File: src/rtl/sfu_lut_interp.sv
// Runtime-programmable multi-lane lookup table for the SFU, 3-register valid/ready pipeline.
// Define SFU_LUT_INTERP_EN for linear interpolation; without it, each lane returns the nearest-lower entry.
module sfu_lut_interp #(
  parameter int unsigned NUM_PORTS  = 2,
  parameter int unsigned ADDR_WIDTH = 5,
  parameter int unsigned FRAC_WIDTH = 4,
  parameter int unsigned DATA_WIDTH = 16
) (
  input  logic                                           clk,
  input  logic                                           rst,
  input  logic                                           cfg_we,
  input  logic [ADDR_WIDTH-1:0]                          cfg_addr,
  input  logic [DATA_WIDTH-1:0]                          cfg_wdata,
  input  logic                                           in_valid,
  output logic                                           in_ready,
  input  logic [NUM_PORTS*(ADDR_WIDTH+FRAC_WIDTH)-1:0]   in_x,
  output logic                                           out_valid,
  input  logic                                           out_ready,
  output logic [NUM_PORTS*DATA_WIDTH-1:0]                out_y
);

  localparam int unsigned IW    = ADDR_WIDTH + FRAC_WIDTH;
  localparam int unsigned DEPTH = 1 << ADDR_WIDTH;
  localparam logic [ADDR_WIDTH-1:0] ADDR_MAX = ADDR_WIDTH'(DEPTH - 1);

  logic [DATA_WIDTH-1:0]           table_q [DEPTH];
  logic                            stall;

  logic [DATA_WIDTH-1:0]           rd_t0 [NUM_PORTS];
  logic                            s1_valid_q;
  logic [DATA_WIDTH-1:0]           s1_t0_q [NUM_PORTS];
  logic                            s2_valid_q;
  logic [DATA_WIDTH-1:0]           s2_t0_q [NUM_PORTS];
  logic [DATA_WIDTH-1:0]           y_d [NUM_PORTS];
  logic                            out_valid_q;
  logic [NUM_PORTS*DATA_WIDTH-1:0] out_y_q;

`ifdef SFU_LUT_INTERP_EN
  localparam int unsigned PW = DATA_WIDTH + 1 + FRAC_WIDTH;
  logic [DATA_WIDTH-1:0]           rd_t1 [NUM_PORTS];
  logic [FRAC_WIDTH-1:0]           rd_f [NUM_PORTS];
  logic [DATA_WIDTH-1:0]           s1_t1_q [NUM_PORTS];
  logic [FRAC_WIDTH-1:0]           s1_f_q [NUM_PORTS];
  logic [DATA_WIDTH-1:0]           mul_dy [NUM_PORTS];
  logic [DATA_WIDTH-1:0]           s2_dy_q [NUM_PORTS];
`else
  logic [NUM_PORTS-1:0]            unused_frac;
`endif

  // Global back-pressure: every stage holds while the output beat is not taken.
  assign stall     = out_valid_q & ~out_ready;
  assign in_ready  = ~stall;
  assign out_valid = out_valid_q;
  assign out_y     = out_y_q;

  // Table storage; writes are independent of the lookup handshake.
  always_ff @(posedge clk or posedge rst) begin
    if (rst) begin
      for (int unsigned i = 0; i < DEPTH; i++) begin
        table_q[i] <= '0;
      end
    end else if (cfg_we) begin
      table_q[cfg_addr] <= cfg_wdata;
    end
  end

  // Per-lane table read; the upper neighbour clamps at the last entry.
  for (genvar g = 0; g < NUM_PORTS; g++) begin : g_rd
    logic [ADDR_WIDTH-1:0] lane_a;
    assign lane_a   = in_x[g*IW+FRAC_WIDTH +: ADDR_WIDTH];
    assign rd_t0[g] = table_q[lane_a];
`ifdef SFU_LUT_INTERP_EN
    assign rd_t1[g] = (lane_a == ADDR_MAX) ? table_q[lane_a]
                                           : table_q[lane_a + ADDR_WIDTH'(1)];
    assign rd_f[g]  = in_x[g*IW +: FRAC_WIDTH];
`else
    assign unused_frac[g] = ^in_x[g*IW +: FRAC_WIDTH];
`endif
  end

  // Stage 1: table operands captured on accept.
  always_ff @(posedge clk or posedge rst) begin
    if (rst) begin
      s1_valid_q <= 1'b0;
      for (int unsigned i = 0; i < NUM_PORTS; i++) begin
        s1_t0_q[i] <= '0;
`ifdef SFU_LUT_INTERP_EN
        s1_t1_q[i] <= '0;
        s1_f_q[i]  <= '0;
`endif
      end
    end else if (!stall) begin
      s1_valid_q <= in_valid;
      if (in_valid) begin
        for (int unsigned i = 0; i < NUM_PORTS; i++) begin
          s1_t0_q[i] <= rd_t0[i];
`ifdef SFU_LUT_INTERP_EN
          s1_t1_q[i] <= rd_t1[i];
          s1_f_q[i]  <= rd_f[i];
`endif
        end
      end
    end
  end

`ifdef SFU_LUT_INTERP_EN
  // Signed slope times fraction, floored by the arithmetic shift.
  for (genvar g = 0; g < NUM_PORTS; g++) begin : g_mul
    logic [DATA_WIDTH:0]    diff;
    logic signed [PW-1:0]   d_s;
    logic signed [PW-1:0]   f_s;
    logic signed [PW-1:0]   p_s;
    assign diff      = {1'b0, s1_t1_q[g]} - {1'b0, s1_t0_q[g]};
    assign d_s       = {{FRAC_WIDTH{diff[DATA_WIDTH]}}, diff};
    assign f_s       = {{(DATA_WIDTH+1){1'b0}}, s1_f_q[g]};
    assign p_s       = d_s * f_s;
    assign mul_dy[g] = DATA_WIDTH'(p_s >>> FRAC_WIDTH);
  end
`endif

  // Stage 2: base entry and scaled delta.
  always_ff @(posedge clk or posedge rst) begin
    if (rst) begin
      s2_valid_q <= 1'b0;
      for (int unsigned i = 0; i < NUM_PORTS; i++) begin
        s2_t0_q[i] <= '0;
`ifdef SFU_LUT_INTERP_EN
        s2_dy_q[i] <= '0;
`endif
      end
    end else if (!stall) begin
      s2_valid_q <= s1_valid_q;
      if (s1_valid_q) begin
        for (int unsigned i = 0; i < NUM_PORTS; i++) begin
          s2_t0_q[i] <= s1_t0_q[i];
`ifdef SFU_LUT_INTERP_EN
          s2_dy_q[i] <= mul_dy[i];
`endif
        end
      end
    end
  end

  // Final sum wraps modulo 2^DATA_WIDTH; the true result lies between t0 and t1.
  for (genvar g = 0; g < NUM_PORTS; g++) begin : g_sum
`ifdef SFU_LUT_INTERP_EN
    assign y_d[g] = s2_t0_q[g] + s2_dy_q[g];
`else
    assign y_d[g] = s2_t0_q[g];
`endif
  end

  // Output register; holds value and valid while stalled.
  always_ff @(posedge clk or posedge rst) begin
    if (rst) begin
      out_valid_q <= 1'b0;
      out_y_q     <= '0;
    end else if (!stall) begin
      out_valid_q <= s2_valid_q;
      if (s2_valid_q) begin
        for (int unsigned i = 0; i < NUM_PORTS; i++) begin
          out_y_q[i*DATA_WIDTH +: DATA_WIDTH] <= y_d[i];
        end
      end
    end
  end

endmodule
File: config.mk
export PLATFORM = sky130hd
export DESIGN_NAME = sfu_lut_interp
export DESIGN_NICKNAME = d
export VERILOG_FILES = /design/src/rtl/sfu_lut_interp.sv
export SDC_FILE = /design/constraint.sdc
export NUM_CORES = 1
export LEC_CHECK = 0
export ABC_AREA = 0
export CAP_MARGIN = 10
export CORE_MARGIN = 2
export CORE_UTILIZATION = 60
export CTS_CLUSTER_DIAMETER = 40
export DETAILED_ROUTE_END_ITERATION = 7
export PLACE_DENSITY = 0.82
export SYNTH_ARGS = -nofsm -noshare
export SYNTH_HDL_FRONTEND = slang
export SYNTH_SLANG_ARGS = --single-unit
File: constraint.sdc
create_clock -name clk -period 39.7 [get_ports clk]
set_clock_uncertainty 0.05 [all_clocks]
set_input_delay 7.94 -clock clk [delete_from_list [all_inputs] [get_ports clk]]
set_output_delay 7.94 -clock clk [all_outputs]
set_load 0.01 [all_outputs]
# --- After elaboration in Yosys (flattened, before gate mapping) ---
# Index checks and enable logic that the tools add are counted.
totals:
  register_bits: 611
  input_bits: 44
  out_inout_bits: 34
  word_cells: 63
op_classes:
  magnitude_cmp: 4
  n_mux: 9
  bitwise: 6
  n_reduce_logical: 4
ops:
  columns: ["cell", "n"]
  rows:
  - ["$bwmux 512", 1]
  - ["$bmux 16 s5", 2]
  - ["$demux 16 s5", 1]
  - ["$mux 16", 5]
  - ["$ge 6x6->1 const B", 3]
  - ["$not 5->6", 3]
  - ["$lt 6x1->1 const B", 1]
  - ["$reduce_and 2->1", 3]
  - ["$not 1->1", 2]
  - ["$and 1x1->1", 1]
  - ["$logic_and 1x1->1", 1]

# --- Logic depth before layout (Yosys ltp) ---
# Gate-level depths: netlist of run 1.
depth:
  word_depth: 6
  mapped_depth: 8
  depth_no_buf: 5

# --- Worst setup path before layout of run 1 ---
# OpenSTA, ideal clock, no wires.
synth_path:
  path_type: "input-to-output"
  from: "in out_ready"
  to: "out in_ready"
  arrival_time_ps: 8254
  required_ps: 31710
  slack_ps: 23456
  stages: 2
  path_buffers: 1
  cell_sequence: "nand2b_1 > clkbuf_1"
synth_via:
  elab_chain_len: 3
synth_rtl:
  columns: ["item", "line_no", "rtl"]
  rows:
  - ["from (decl)", "18", "input logic out_ready,"]
  - ["$not 1->1", "51", "assign stall = out_valid_q & ~out_ready;"]
  - ["$and 1x1->1", "51", null]
  - ["$not 1->1 (no line)", null, null]
  - ["to (decl)", "15", "output logic in_ready,"]
# No other way between the ends.

# --- Worst setup path in the final report of run 1 ---
# Same ends and word-level chain as after synthesis.

==> results.toml, run 1 <==
[logic_synthesis]
ys_ff_latch = 611
synth_most_common_cell = "dfrtp_1"
synth_commonest_cells = "dfrtp_1, mux2i_1, mux2_2"
yosysTopAreaCell = "dfrtp_1"
synth-edff-count = 0
avgSynthCellArea_um2 = 13.2
synth_top_area_share_pct = 48.0
yosys-top-cells-area = "dfrtp_1, mux2i_1, mux2_2, mux2_1, a22oi_1"
synth_ff_type = "dfrtp_1"
synth.distinct_cells = 38
syn_area_mm2 = 0.0318
ys_warn_count = 0
async_flop_share_pct = 100
seq_area_frac_synth_pct = 48.0
synth_cells = 2418
syn-num-nets = 2462

[floorplan]
row_count = 84
die_y_um = 234
start_util_pct = 60.6
core_mm2 = 0.0526
dieWidth_um = 234
die_area_mm2 = 0.0549
io_pins = 78

[timing]
fin_crit_ns = 17.21
worst_slew_pin_slew_ns = 1.26
slew_violations = 0
final-setup-viol-count = 0
rsz0062_at_grt = "no"
slew_headroom_pct = 15.8
tns_ns = 0
finalCritPeriodShare_pct = 43.3
fmax_mhz = 58.1
finalHoldViolations = 0
finalWorstSetupSlack_ns = 22.49

[cts]
cts_tree = "done"
clock-sinks = 611
clk_pin_slew_ns = 0.06
h-tree-depth = 3
cts-root-buf = "clkbuf_16"
cts_made_buffers = 77
postCtsSetupRepairBufs = 0
clk_latency_ns = 0.61
clockBufferDepth = 3
ctsResizeCount = 0
hold_buffers = 0

[power_and_ir_drop]
finalPower_uw = 2020
seq_power_share_pct = 43.3
internal_power_uw = 1440
p_sw_uw = 576
p_leak_uw = 0.0165
max-vdd-ir-drop_uv = 32.1
switching_share_pct = 28.5
clkPwrFrac_pct = 36.5
comb_power_share_pct = 20.2
power_density_mw_per_mm2 = 57.2

[detailed_routing]
via_count = 21700
routed_via_density = 6.92
drt-initial-drc-count = 2285
dr_wl_met2_um = 40600
highest_layer = "met4"
drc = 0
drt-met1-wl_um = 35600
routed_wl_um = 87700
wl_met3_um = 7440
ant_nets = 0
firstDrtPassIters = 6
wire_per_inst_um = 28.0

[worst_setup_path]
crit_type = "in -> out"
cp_data_required_time_ns = 31.71
cp-start-kind = "input pin"
arrival_ns = 9.22
cp_max_fo = 7
cp-end-kind = "output port"

[final_layout]
drive_above_1_share_pct = 26.8
nets = 2428
fillers = 3582
syn2layout_area_growth_pct = 11.0

[place]
gp_congestion = 0.835
port_buffers = 69
place_ws_ns = 22.49
dp_hpwl_um = 49000

[global_routing]
grt_usage_pct = 32.1
grt_overflow = 0
grt_pass1_vias = 22300
grt_max_degree = 181
grt_antenna_before_repair = 4
grt_pass1_wl_um = 133000

[worst_hold_path]
hp-class = "reg -> reg"

[run]
maxCapViolCount = 0

[run_status]
status = "finished, final reports clean"
power by group through the flow:
stage / logic, uW / clock network (uW) / registers, uW
after floorplan: 296 / 0 / 854
after global placement: 384 / 0 / 864
after detailed placement: 403 / 0 / 880
after CTS: 407 / 745 / 870
after global routing: 441 / 772 / 890
final: 408 / 738 / 875
path summary, 6_finish.rpt:
kind,to,depth (start not counted),slack (ns),start
max reg2reg,s1_t0_q[22]$_DFFE_PP0P_,5,37.72,table_q[118]$_DFFE_PP0P_
min in group asynchronous,table_q[77]$_DFFE_PP0P_,2,7.86,rst
max in group asynchronous,table_q[131]$_DFFE_PP0P_,4,29.29,rst
min,out_valid$_DFFE_PP0N_,2,0.45,s2_valid_q$_DFFE_PP0N_
max,in_ready,3,22.49,out_ready
min reg2reg,out_valid$_DFFE_PP0N_,2,0.45,s2_valid_q$_DFFE_PP0N_
area by class of cell:
cell class | instances | area [um2] | share of cell area [%]
Antenna cell | 4 | 10.0 | 0.0283
Timing Repair Buffer | 115 | 1080 | 3.07
Clock buffer | 98 | 2200 | 6.23
Multi-Input combinational cell | 1576 | 15300 | 43.4
Sequential cell | 611 | 15300 | 43.3
Inverter | 3 | 18.8 | 0.0531
Tap cell | 688 | 861 | 2.44
Clock inverter | 43 | 532 | 1.50
through the flow:
stage / utilization [%] / std cells / hold WS, ns / cell area (um2)
2_1_floorplan: - / 2418 / 0.386 / 31800
3_3_place_gp: 62.0 / 2993 / 0.416 / 32600
3_5_place_dp: 62.0 / 2993 / 0.427 / 32600
4_1_cts: 67.2 / 3134 / 0.450 / 35300
5_1_grt: 67.2 / 3137 / 0.462 / 35300
6_report: 67.2 / 3138 / 0.446 / 35300
cells in the final DEF (no fill, tap or decap), types with 2 or more instances in the layout:
cell               n
dfrtp_1          611
mux2i_1          512
mux2_2           406
mux2_1           170
a22oi_1          128
clkbuf_16         81
clkdlybuf4s50_1   67
a22o_1            64
a21oi_1           64
a221oi_1          60
nand2_1           54
buf_4             43
o22ai_1           32
o41ai_2           32
nor2_2            16
clkbuf_8          11
inv_6             10
clkinv_2           9
bufinv_16          9
clkinv_4           7
clkbuf_1           6
clkinvlp_4         6
nand2b_1           5
diode_2            4
nand3b_1           4
nor2b_4            4
a221oi_2           4
nor3b_2            3
inv_8              3
buf_12             3
nand3_1            2
inv_1              2
o21ai_0            2
nor2_4             2
and2_2             2
buf_8              2
critical path, cell delays in order:
cell	delay (ns)
clkdlybuf4s50_1	0.45
nand2b_1	0.24
clkdlybuf4s50_1	0.59
layer usage:
metal | vias to the layer above | track usage [%]
met2 | 1044 | 50.4
met4 | 0 | 16.3
met3 | 269 | 6.83
met1 | 11300 | 42.2
li1 | 9078 | -
met5 | - | 0
logic make-up after synthesis:
| group | Yosys count | synth area share [%] |
|---|---|---|
| flops | 611 | 48.0 |
| simple gates | 102 | 1.58 |
| buf+inv | 231 | 4.03 |
| compound gates | 386 | 9.92 |
| mux | 1088 | 36.5 |
flip-flops by register name, indices dropped and copies added (netlist names):
register / flops
s2_t0_q: 32
s2_valid_q: 1
s1_t0_q: 32
out_y: 32
out_valid: 1
s1_valid_q: 1
table_q: 512
Note: power is estimated with default switching activity, not from simulation.
==> run 2: changes to the inputs <==
clock period = 17.2 ns   (was 39.7 ns; I/O delays follow)
==> run 2 against run 1 <==
Compared with the run above: sequential cell count stayed put; clock power rose by 120%; first-iteration DRC count fell by 1.2%; cell count is 0.22% lower; register-to-register slack worse by 22 ns; sequential share of layout area increased by 0.23 points; count of clock-buffer cells in the layout down 11; total power grew 120%; global-route usage up 0.11 points; die area stayed put; sequential power increased by 130%.
==> results.toml, run 2 (same netlist as run 1, synthesis figures left out) <==
[final_layout]
largest_register_ffs = 512
final_common_cell = "dfrtp_1"
syn2layout_area_growth_pct = 10.4
largest-register = "table_q"
final_cells = 3131
fillers = 3583
nets = 2428
regArea_mm2 = 0.0153
drive_above_1_share_pct = 26.5
multi_input_area_mm2 = 0.0153
layout_common_cells = "dfrtp_1, mux2i_1, mux2_2, mux2_1, a22oi_1"

[global_routing]
grt_overflow = 0
grt_pass1_vias = 22400
grt_antenna_before_repair = 4
grt_pass1_wl_um = 133000
grt_usage_pct = 32.2
grt_max_degree = 189

[place]
port_buffers = 69
gp_congestion = 0.821
place_ws_ns = 9.01
post-place-cells = 2996
dp_hpwl_um = 48900

[cts]
cts-root-buf = "clkbuf_16"
clk_pin_slew_ns = 0.06
cts_tree = "done"
postCtsSetupRepairBufs = 0
hold_buffers = 0
ctsResizeCount = 0
clock-sinks = 611
clockBufferDepth = 3
cts_made_buffers = 72
h-tree-depth = 3
clk_latency_ns = 0.62

[detailed_routing]
wire_per_inst_um = 28.0
ant_nets = 0
firstDrtPassIters = 8
routed_wl_um = 87600
drc = 0
drt-initial-drc-count = 2258
routed_via_density = 6.85
via_count = 21400

[timing]
worst_slew_pin_slew_ns = 1.26
slew_violations = 0
finalWorstSetupSlack_ns = 9.01
final-setup-viol-count = 0
slew_headroom_pct = 15.8
rsz0062_at_grt = "no"
fin_crit_ns = 8.19
fmax_mhz = 122
finalHoldViolations = 0
finalCritPeriodShare_pct = 47.6
tns_ns = 0

[worst_hold_path]
hp-class = "reg -> reg"
whs_path_depth = 2

[worst_setup_path]
r2r_cells = 5
critPathSlowestCell = "clkdlybuf4s50_1"
cp_data_required_time_ns = 13.71
cpMostUsedCell = "clkdlybuf4s50_1"
crit_path_max_incr_delay_ns = 0.58
crit_type = "in -> out"
arrival_ns = 4.70
cp-start-kind = "input pin"
cp_cell_sequence = "clkdlybuf4s50_1 -> nand2b_1 -> clkdlybuf4s50_1"
cp_max_fo = 7
cp-end-kind = "output port"

[floorplan]
start_util_pct = 60.6
row_count = 84
core_mm2 = 0.0526
io_pins = 78
dieWidth_um = 234
die_area_mm2 = 0.0549
die_y_um = 234

[power_and_ir_drop]
max-vdd-ir-drop_uv = 88.9
p_leak_uw = 0.0164
finalPower_uw = 4540
power_density_mw_per_mm2 = 129

[run_status]
status = "finished, final reports clean"

[run]
maxCapViolCount = 0
run 2: final timing paths:
check	start	endpoint	slack, ns
worst min-delay path	s1_t0_q[18]$_DFFE_PP0P_	s1_t0_q[18]$_DFFE_PP0P_	0.45
min in group asynchronous	rst	table_q[106]$_DFFE_PP0P_	3.35
max in group asynchronous	rst	table_q[339]$_DFFE_PP0P_	11.19
worst max register to register	table_q[503]$_DFFE_PP0P_	s1_t0_q[7]$_DFFE_PP0P_	15.28
worst min register to register	s1_t0_q[18]$_DFFE_PP0P_	s1_t0_q[18]$_DFFE_PP0P_	0.45
worst max-delay path	out_ready	in_ready	9.01
run 2: through the flow:
stage	utilization (%)	hold slack, ns	instance area, um2
4_1_cts	66.8	0.448	35100
3_5_place_dp	62.0	0.425	32600
5_1_grt	66.9	0.461	35100
3_3_place_gp	62.0	0.412	32600
2_1_floorplan	-	0.386	31800
6_report	66.9	0.445	35100
run 2: routing by layer:
layer	wire length, um	GRT usage [%]	part of all wire (%)	vias up
met5	25	0	0.029	-
met4	4220	17.1	4.8	4
met3	7420	7.31	8.5	298
met2	41400	51.6	47	1037
met1	34500	40.9	39	11000
li1	-	-	-	9100
run 2: final cells by class:
type                    count  area share [%]
diodes                      2          0.0142
inverters                   3          0.0427
repair buffers            120            3.23
clock inverters            44            1.62
clock buffers              87            5.49
multi-input cells        1576            43.6
well taps                 688            2.45
flip-flops and latches    611            43.5
run 2: critical path: cells and delay by family:
kind | cells | cell delay, ns
simple gates | 1 | 0.23
buf+inv | 2 | 1.02
run 2: where the power goes:
group          internal [uW]  total (uW)  switching (uW)
logic                    511         943             432
clock network            951        1590             635
registers               1770        2020             246
==> run 3: changes to the inputs <==
clock period = 8.1 ns   (was 17.2 ns; I/O delays follow)
==> run 3 against run 2 <==
Compared with the run above: combinational power is 110% higher; die area stayed put; sequential power increased by 110%; largest cell class unchanged.
==> results.toml, run 3 (same netlist as run 1, synthesis figures left out) <==
[timing]
finalCritPeriodShare_pct = 56.3
rsz0062_at_grt = "no"
fmax_mhz = 219
finalHoldViolations = 0
finalWorstSetupSlack_ns = 3.54
fin_crit_ns = 4.56
final-setup-viol-count = 0
holdWs_ns = 0.426
slew_violations = 0
slew_headroom_pct = 14.0
worst_slew_pin_slew_ns = 1.29

[power_and_ir_drop]
switching_share_pct = 28.7
internal_power_uw = 7200
power_density_mw_per_mm2 = 283
clkPwrFrac_pct = 37.7
seq_power_share_pct = 42.5
p_leak_uw = 0.0166
max-vdd-ir-drop_uv = 144
p_sw_uw = 2900
comb_power_share_pct = 19.8

[final_layout]
syn2layout_area_growth_pct = 11.9
largest_register_ffs = 512
final_common_cell = "dfrtp_1"
nets = 2442
layout_common_cells = "dfrtp_1, mux2i_1, mux2_2, mux2_1, a22oi_1"
largest-register = "table_q"
drive_above_1_share_pct = 27.5

[worst_setup_path]
cp-start-kind = "input pin"
cp_max_fo = 7
crit_path_max_incr_delay_ns = 0.59
cp-end-kind = "output port"
arrival_ns = 2.89
cp_cell_sequence = "clkdlybuf4s50_1 -> nand2b_1 -> clkdlybuf4s50_1"
crit_family = "buffers and inverters"
cpMostUsedCell = "clkdlybuf4s50_1"
crit_type = "in -> out"
crit_buf_inv = 2
critPathSlowestCell = "clkdlybuf4s50_1"
cp_data_required_time_ns = 6.43

[detailed_routing]
via_count = 21700
drt-initial-drc-count = 2068
routed_wl_um = 87300
wire_per_inst_um = 27.6
drc = 0
firstDrtPassIters = 5
routed_via_density = 6.89
ant_nets = 0

[global_routing]
grt_antenna_before_repair = 3
grt_overflow = 0
grt_max_degree = 169
grt_usage_pct = 31.9
grt_pass1_vias = 22300
grt_pass1_wl_um = 133000

[cts]
postCtsSetupRepairBufs = 0
clock-sinks = 611
ctsResizeCount = 0
cts_made_buffers = 82
clk_latency_ns = 0.63
cts_tree = "done"
clockBufferDepth = 3
h-tree-depth = 3
clk_pin_slew_ns = 0.05
cts-root-buf = "clkbuf_16"
hold_buffers = 0

[floorplan]
start_util_pct = 60.6
core_mm2 = 0.0526
die_y_um = 234
dieWidth_um = 234
die_area_mm2 = 0.0549
io_pins = 78
row_count = 84

[place]
gp_congestion = 0.821
place_ws_ns = 3.43
port_buffers = 69
dp_hpwl_um = 49100

[worst_hold_path]
hp-class = "reg -> reg"

[run_status]
status = "finished, final reports clean"

[run]
maxCapViolCount = 0
==> run 3: path summary, 6_finish.rpt <==
check / cells past startpoint / slack, ns / start / end
max: 3 / 3.54 / out_ready / in_ready
max in group asynchronous: 4 / 5.05 / rst / table_q[289]$_DFFE_PP0P_
min: 2 / 0.43 / s1_t0_q[18]$_DFFE_PP0P_ / s1_t0_q[18]$_DFFE_PP0P_
max reg2reg: 5 / 6.18 / table_q[298]$_DFFE_PP0P_ / s1_t0_q[10]$_DFFE_PP0P_
min reg2reg: 2 / 0.43 / s1_t0_q[18]$_DFFE_PP0P_ / s1_t0_q[18]$_DFFE_PP0P_
min in group asynchronous: 3 / 1.55 / rst / out_y[28]$_DFFE_PP0P_
==> run 3: routing by layer <==
metal	GRT usage [%]	wire, um
met1	42.2	35200
met2	50.5	40800
met3	6.76	7540
met4	15.3	3710
met5	0	0
==> run 3: layout make-up <==
cell class,count,area [um2]
Tap cell,688,861
Antenna cell,2,5.00
Clock buffer,97,2230
Clock inverter,56,699
Inverter,3,15.0
Timing Repair Buffer,124,1180
Multi-Input combinational cell,1576,15300
Fill cell,3477,16900
Sequential cell,611,15300
==> run 3: through the flow <==
| stage | total power, uW | instance area (um2) | utilization, % | setup TNS, ns | instances |
|---|---|---|---|---|---|
| after floorplan | 5640 | 31800 | - | -1165.23 | 2418 |
| after CTS | 10100 | 35600 | 67.7 | 0 | 3154 |
| final | 10100 | 35600 | 67.8 | 0 | 3157 |
| after detailed placement | 6280 | 32700 | 62.2 | 0 | 3001 |
| after global routing | 10500 | 35600 | 67.8 | 0 | 3157 |
| after global placement | 6120 | 32700 | 62.2 | 0 | 3001 |
==> run 3: worst register-to-register path, stage by stage (launching register included) <==
cell and delay [ns]:
dfrtp_1 0.36, mux2i_1 0.08, a22o_1 0.27, a221oi_1 0.40, o22ai_1 0.28, o41ai_2 0.37
==> run 3: power groups by stage <==
stage | registers (uW) | clock network (uW) | logic (uW)
6_report | 4290 | 3810 | 2000
5_1_grt | 4370 | 3980 | 2160
4_1_cts | 4270 | 3840 | 1990
3_5_place_dp | 4310 | 0 | 1970
3_3_place_gp | 4230 | 0 | 1880
2_1_floorplan | 4190 | 0 | 1450
